[src/rtl/grill_pkg.sv]
// rtl/grill_pkg.sv - grill slot state encoding and default cook/score parameters
package grill_pkg;

  localparam logic [2:0] ST_EMPTY  = 3'd0;
  localparam logic [2:0] ST_SIDE_A = 3'd1;
  localparam logic [2:0] ST_SIDE_B = 3'd2;
  localparam logic [2:0] ST_DONE   = 3'd3;
  localparam logic [2:0] ST_BURNT  = 3'd4;

  localparam int DEF_COOK_TICKS = 4;
  localparam int DEF_BURN_TICKS = 3;
  localparam int DEF_BASE_SCORE = 100;
  localparam int DEF_PENALTY    = 20;

endpackage

[src/rtl/grill_tick_edge.sv]
// rtl/grill_tick_edge.sv - registered rising-edge detector for a level tick
module grill_tick_edge (
  input  logic clock,
  input  logic reset,
  input  logic level,
  output logic pulse
);

  logic level_q;

  always_ff @(posedge clock) begin
    if (reset) begin
      level_q <= 1'b0;
      pulse   <= 1'b0;
    end else begin
      level_q <= level;
      pulse   <= level & ~level_q;
    end
  end

endmodule

[src/rtl/grill_slot.sv]
// rtl/grill_slot.sv - per-slot cooking FSM with serve scoring
// GRILL_TICK_EDGE_EN: count only rising edges of tick (one extra cycle of latency).
module grill_slot
  import grill_pkg::*;
#(
  parameter int COOK_TICKS = DEF_COOK_TICKS,
  parameter int BURN_TICKS = DEF_BURN_TICKS,
  parameter int BASE_SCORE = DEF_BASE_SCORE,
  parameter int PENALTY    = DEF_PENALTY,
  parameter int SCORE_W    = 8
) (
  input  logic               clock,
  input  logic               reset,
  input  logic               tick,
  input  logic               place,
  input  logic               flip,
  input  logic               serve,
  output logic [2:0]         state,
  output logic [3:0]         cook_cnt,
  output logic [3:0]         over_cnt,
  output logic               score_valid,
  output logic [SCORE_W-1:0] score
);

  localparam int PW = SCORE_W + 4;
  localparam logic [3:0] COOK_MAX = 4'(COOK_TICKS);
  localparam logic [3:0] BURN_MAX = 4'(BURN_TICKS);

  logic cook_tick;

`ifdef GRILL_TICK_EDGE_EN
  grill_tick_edge u_tick_edge (
    .clock (clock),
    .reset (reset),
    .level (tick),
    .pulse (cook_tick)
  );
`else
  assign cook_tick = tick;
`endif

  logic [3:0]         over_nxt;
  logic [3:0]         cook_nxt;
  logic [PW-1:0]      penalty_prod;
  logic [PW-1:0]      base_ext;
  logic [SCORE_W-1:0] serve_score;

  assign over_nxt     = over_cnt + 4'd1;
  assign cook_nxt     = cook_cnt + 4'd1;
  assign penalty_prod = PW'(over_cnt) * PW'(PENALTY);
  assign base_ext     = PW'(BASE_SCORE);

  // Saturating subtract: a heavily overcooked item scores zero rather than wrapping.
  always_comb begin
    serve_score = '0;
    if (state == ST_DONE && base_ext > penalty_prod) begin
      serve_score = SCORE_W'(base_ext - penalty_prod);
    end
  end

  always_ff @(posedge clock) begin
    if (reset) begin
      state       <= ST_EMPTY;
      cook_cnt    <= 4'd0;
      over_cnt    <= 4'd0;
      score_valid <= 1'b0;
      score       <= '0;
    end else begin
      score_valid <= 1'b0;
      case (state)
        ST_EMPTY: begin
          if (place) begin
            state    <= ST_SIDE_A;
            cook_cnt <= 4'd0;
            over_cnt <= 4'd0;
          end
        end
        ST_SIDE_A: begin
          if (flip && cook_cnt == COOK_MAX) begin
            state    <= ST_SIDE_B;
            cook_cnt <= 4'd0;
          end else if (cook_tick) begin
            if (cook_cnt < COOK_MAX) begin
              cook_cnt <= cook_nxt;
            end else begin
              over_cnt <= over_nxt;
              if (over_nxt == BURN_MAX) state <= ST_BURNT;
            end
          end
        end
        ST_SIDE_B: begin
          if (cook_tick) begin
            cook_cnt <= cook_nxt;
            if (cook_nxt == COOK_MAX) state <= ST_DONE;
          end
        end
        ST_DONE, ST_BURNT: begin
          if (serve) begin
            state       <= ST_EMPTY;
            cook_cnt    <= 4'd0;
            over_cnt    <= 4'd0;
            score_valid <= 1'b1;
            score       <= serve_score;
          end else if (cook_tick && state == ST_DONE) begin
            over_cnt <= over_nxt;
            if (over_nxt == BURN_MAX) state <= ST_BURNT;
          end
        end
        default: state <= ST_EMPTY;
      endcase
    end
  end

endmodule

[config.mk]
export PLATFORM = sky130hd
export DESIGN_NAME = grill_slot
export DESIGN_NICKNAME = d
export VERILOG_FILES = /design/src/rtl/grill_pkg.sv /design/src/rtl/grill_tick_edge.sv /design/src/rtl/grill_slot.sv
export SDC_FILE = /design/constraint.sdc
export NUM_CORES = 1
export LEC_CHECK = 0
export BUFFER_PORTS_ARGS = -buffer_cell sky130_fd_sc_hd__buf_2
export CAP_MARGIN = 5
export CORE_ASPECT_RATIO = 0.75
export CORE_MARGIN = 8
export CORE_UTILIZATION = 50
export CTS_CLUSTER_SIZE = 8
export DETAILED_ROUTE_END_ITERATION = 12
export PLACE_DENSITY_LB_ADDON = 0.25
export SYNTH_ARGS = -nofsm -noshare
export SYNTH_HDL_FRONTEND = slang
export SYNTH_SLANG_ARGS = --single-unit
[constraint.sdc]
create_clock -name clock -period 5.77 [get_ports clock]
set_clock_uncertainty 0.2 [all_clocks]
set_input_delay 1.154 -clock clock [delete_from_list [all_inputs] [get_ports clock]]
set_output_delay 1.154 -clock clock [all_outputs]
set_load 0.02 [all_outputs]
After elaboration in Yosys (flattened, before gate mapping)
Cells that the tools add are included.
{"block": "classes", "addsub": 3, "n_mul": 1, "magnitude_cmp": 2, "n_eq_ne": 18, "muxes": 25, "bitwise_logic": 1, "reduce_logical": 12}
{"cell": "4-bit two-way mux", "count": 11}
{"cell": "3-bit two-way mux", "count": 9}
{"cell": "6-bit AND reduction", "count": 3}
{"cell": "4-bit one-hot mux with 4 select lines", "count": 1}
{"cell": "2-bit inequality test (second input constant)", "count": 7}
{"cell": "3-bit inequality test (second input constant)", "count": 4}
{"cell": "3-bit one-hot mux with 4 select lines", "count": 1}
{"cell": "4-bit one-hot mux with 3 select lines", "count": 1}
{"cell": "7-bit by 9-bit greater-than comparator with 1-bit output (first input constant)", "count": 1}
{"cell": "4-bit by 1-bit adder with 4-bit output (second input constant)", "count": 2}
{"cell": "4-bit by 3-bit == test with 1-bit output (second input constant)", "count": 2}
{"cell": "8-bit two-way mux", "count": 1}
{"cell": "7-bit by 8-bit subtractor with 8-bit output (first input constant)", "count": 1}
{"cell": "4-bit by 3-bit multiplier with 7-bit output (second input constant)", "count": 1}
{"cell": "3-bit by 2-bit == test with 1-bit output (second input constant)", "count": 2}
{"cell": "4-bit by 2-bit == test with 1-bit output (second input constant)", "count": 1}
{"cell": "4-bit by 3-bit < comparator with 1-bit output (second input constant)", "count": 1}
{"cell": "4-bit nonzero test", "count": 1}
{"cell": "2-bit OR reduction", "count": 2}
{"cell": "3-bit by 1-bit == test with 1-bit output (second input constant)", "count": 1}
{"cell": "3-bit == test (second input constant)", "count": 1}
{"cell": "1-bit logical AND", "count": 3}
{"cell": "3-bit logical NOT", "count": 1}
{"cell": "3-bit nonzero test", "count": 1}
{"cell": "3 further kinds", "count": 3}
{"block": "totals", "register_bits": 20, "in_bits": 6, "output_inout_bits": 20}

Depth between registers and ports, before layout
{"block": "depth", "depth_word": 7, "ltp_mapped": 8, "mapped_depth_nobuf": 8}

Worst setup path after synthesis
Ideal clock, no wire load.
{"block": "synth_path", "path_type": "flip-flop to flip-flop", "from": "reg over_cnt[1]", "to": "reg score[2]", "arrival_ps": 2371, "setup_slack_ps": 3133, "stages_incl_launch_ff": 8, "n_path_buf": 0, "period_less_slack_ps": 2637, "cell_sequence": "dfxtp_1 ha_1 ha_1 fa_1 or2_1 a2111oi_2 a22oi_1 nor2_1"}
{"block": "synth_between", "elab_chain_len": 4}
{"element": "from (decl)", "line_no": "grill_slot.sv:20", "source": "output logic [3:0] over_cnt,"}
{"element": "from (signal assigned)", "line_no": "grill_slot.sv:86", "source": "over_cnt <= over_nxt;"}
{"element": "from (signal assigned)", "line_no": "grill_slot.sv:105", "source": "over_cnt <= over_nxt;"}
{"element": "4-bit by 3-bit multiplier with 7-bit output", "line_no": "grill_slot.sv:50", "source": "assign penalty_prod = PW'(over_cnt) * PW'(PENALTY);"}
{"element": "7-bit by 9-bit greater-than comparator with 1-bit output", "line_no": "grill_slot.sv:56", "source": "if (state == ST_DONE && base_ext > penalty_prod) begin"}
{"element": "1-bit logical AND", "line_no": "grill_slot.sv:56"}
{"element": "8-bit two-way mux", "line_no": "grill_slot.sv:56"}
{"element": "to (signal assigned)", "line_no": "grill_slot.sv:103", "source": "score <= serve_score;"}
{"element": "to (decl)", "line_no": "grill_slot.sv:22", "source": "output logic [SCORE_W-1:0] score"}
No other way between the ends.
A chain may end at the register's enable or synchronous reset.

Final worst setup path
{"block": "layout_path", "from": "reg over_cnt[1]", "to": "reg score[4]"}
{"block": "layout_between", "elab_chain_len": 4, "word_cells_on_any_way": 5, "classes_between": "add/sub (1); mul (1); order compare (1); mux (1); reduce/logical (1)"}
{"element": "4-bit by 3-bit multiplier with 7-bit output *", "line_no": "grill_slot.sv:50"}
{"element": "7-bit by 9-bit greater-than comparator with 1-bit output", "line_no": "grill_slot.sv:56"}
{"element": "1-bit logical AND", "line_no": "grill_slot.sv:56"}
{"element": "8-bit two-way mux *", "line_no": "grill_slot.sv:56"}
Every way passes the cells marked *; elsewhere a longest branch is shown, timed or not.

==> summary.md <==
| Metric | Value |
|---|---|
| Post-DR wirelength/cell | `15.2 um` |
| PnR Total Power | `0.301 mW` |
| Post-route minimum period | `around 2.9 ns` |
| Pwr Density | `between 200 and 250 nW/um^2` |
| Drt pass-1 iters | `4` |
| Gr usage total | `around 15%` |
| Post-synthesis cell type count | `55` |
| Share of cells above drive strength 1 | `19.3%` |
| EDFF count, synth | `0` |
| Vias | `1,247` |
| Grt ovf | `0` |
| Post-DP HPWL | `~2.3 mm` |
| Part of the Yosys area used for sequential elements | `between 20% and 30%` |
| Top_reg_cell synth | `dfxtp_1` |
| Setup WS pre-CTS | `a little under 3 ns` |
| Post_cts resized | `0` |
| Initial antenna violation count | `0` |
| Core ar. | `2540 um^2` |
| Rows | `16` |
| Die Y | `roughly 60 um` |
| Clock transition at path regs | `about 0.11 ns` |
| CTS Buffer Depth | `2` |
| Placed cell count | `208` |
| Area Growth Syn to Fin | `12.4%` |
| Max-slew violation total from the final report | `0` |
| CTS Sinks | `18` |
| DRC Markers | `0` |
| Clk_lat worst skew | `roughly 0.30 ns` |
| Die width | `~75 um` |
| Total number of yosys warnings | `0` |
| ANT cells | `0` |
| Syn Inst Count | `155` |
| Yosys top cell by area | `dfxtp_1` |
| Worst Path Required | `5.81 ns` |
| Slew @ Worst Pin | `0.635 ns` |
| Crit path kind | `reg -> reg` |
| WP data arrival | `2.92 ns` |
| Post-Layout Cell Count | `212` |
| Unrepaired setup endpoints after global routing | `false` |
| Outcome | `completed` |
| Max VDD drop | `about 0.00014 V` |
| Avg Cell Area, Syn | `8.44 um^2` |
| First-pass GRT wire length | `5.33 mm` |
| Max Clk Rate | `approximately 350 MHz` |
| Post-Syn Area | `1310 um^2` |
| Hold Path Class | `reg -> reg` |
| Postcts setup bufs | `0` |
| Detailed Route WL | `about 3.2 mm` |
| Final core occ | `57.8%` |
| Initial core utilization | `roughly 50%` |
| Nets | `194` |
| Max Cap Viol | `0` |
| Hold buffers post-CTS | `0` |
| Via density | `5.88` |
| Total Die Area | `4520 um^2` |
| Tcrit/Tclk final | `49.9%` |
| Fin worst setup slack | `2.89 ns` |
| Largest net degree at the start of global routing | `20` |
| Leakage | `0.621 nW` |
| Synth top area share | `27.6%` |
| Final Hold Fails | `0` |
| Worst Setup End Kind | `register` |
| Setup TNS Final | `0 ns` |
| Starting DRT DRC Count | `126` |
| Seq cells post-synth | `18` |
| Critical path peak fanout | `11` |
| Routability cong. | `0.851` |
| Post-synth ARST share | `0%` |
| Synth top area cells | `dfxtp_1 (28%), ha_1 (9.6%), nor2_1 (4.9%), a21oi_1 (3.8%), a22oi_1 (2.9%)` |
| Boundary Pins | `26` |
| Most common cell after layout, fill and taps aside | `buf_2` |
| Via count of the first global-routing pass | `1,142` |
| CTS H-Tree Depth | `1` |
| Total CTS buffers | `3` |
| Port Buffers | `23` |
| Fillcell total | `roughly 230` |
| Most frequent cells in the layout | `buf_2 (23), dfxtp_1 (18), nor2_1 (17)` |
| Setup crit start kind | `register` |
| CTS tree | `yes` |
| Antenna Nets Post-Route | `0` |
| CTS root buffer | `clkbuf_4` |
| Setup Viol. Count Final | `0` |
| Slew margin rel. | `57.6%` |
==> cells in the mapped netlist, types with 2 or more instances <==
master,n
a21boi_1,2
a21oi_1,10
a22oi_1,5
a32o_1,2
and3_1,2
buf_2,3
buf_4,2
clkbuf_1,2
dfxtp_1,18
ha_1,10
inv_1,10
mux2i_1,2
nand2_1,10
nand2b_1,2
nand3_1,6
nand3b_1,2
nor2_1,17
nor3_1,2
nor3b_1,3
o211ai_1,2
o21ai_0,5
o22ai_1,2
or4_1,2
or4b_4,2
xor2_1,2
==> path summary, 6_finish.rpt <==
check / startpoint / cells past startpoint / to / slack [ns]
worst max-delay path: over_cnt[1]$_SDFFE_PP0P_ / 7 / score[4]$_SDFFE_PP0P_ / 2.89
worst min-delay path: score[7]$_SDFFE_PP0P_ / 1 / score[7]$_SDFFE_PP0P_ / 0.30
worst max register to register: over_cnt[1]$_SDFFE_PP0P_ / 7 / score[4]$_SDFFE_PP0P_ / 2.89
worst min register to register: score[7]$_SDFFE_PP0P_ / 1 / score[7]$_SDFFE_PP0P_ / 0.30
==> state kept, by name, indices dropped and copies added (netlist names) <==
| signal | count |
|---|---|
| over_cnt | 4 |
| cook_cnt | 4 |
| score_valid | 1 |
| state | 3 |
| score | 6 |
==> critical path, cell delays in order, from the launching register on <==
cell	delay, ns
dfxtp_1	0.56
ha_1	0.30
ha_1	0.22
fa_1	0.38
or2_1	0.23
a2111oi_2	0.65
a22oi_1	0.15
nor2_1	0.13
==> area by class of cell <==
cell class                 instances  area, um^2  share of cell area (%)
clock buffer                       4        36.3                    2.47
inverter                          10        37.5                    2.55
multi-input combinational        121         876                    59.6
sequential                        18         360                    24.5
tap                               36        45.0                    3.06
timing repair buffer              23         115                    7.83
==> report_power, final <==
part | switching, mW | leakage (nW) | internal, mW
logic | 0.0506 | 0.455 | 0.0316
clock network | 0.0410 | 0.0210 | 0.0385
registers | 0.0111 | 0.145 | 0.128
total | 0.103 | 0.621 | 0.199
==> stage by stage <==
stage	area [um^2]	hold WS (ns)
final	1470	0.299
after global routing	1470	0.317
after CTS	1470	0.294
after detailed placement	1430	0.266
after global placement	1430	0.267
after floorplan	1310	0.359
==> kinds of logic after synthesis <==
logic type	synth area share, %
other	0.287
xor gates and xnor gates	2.01
muxes	1.53
adders and majority gates	11.1
and+or+nand+nor	25.4
AOI/OAI and AO/OA	26.4
DFF	27.6
buffers and inverters	5.74
==> layer usage <==
layer  GRT usage [%]  share of wire, %  vias up  wire (um)
met5               0                 0        -          0
met4            4.72              0.34        0         11
met3            4.69               6.1        3        197
met2            22.9                46       43       1490
met1            19.8                47      588       1520
li1                -                 -      613          -
(Power assumes the default switching activity.)
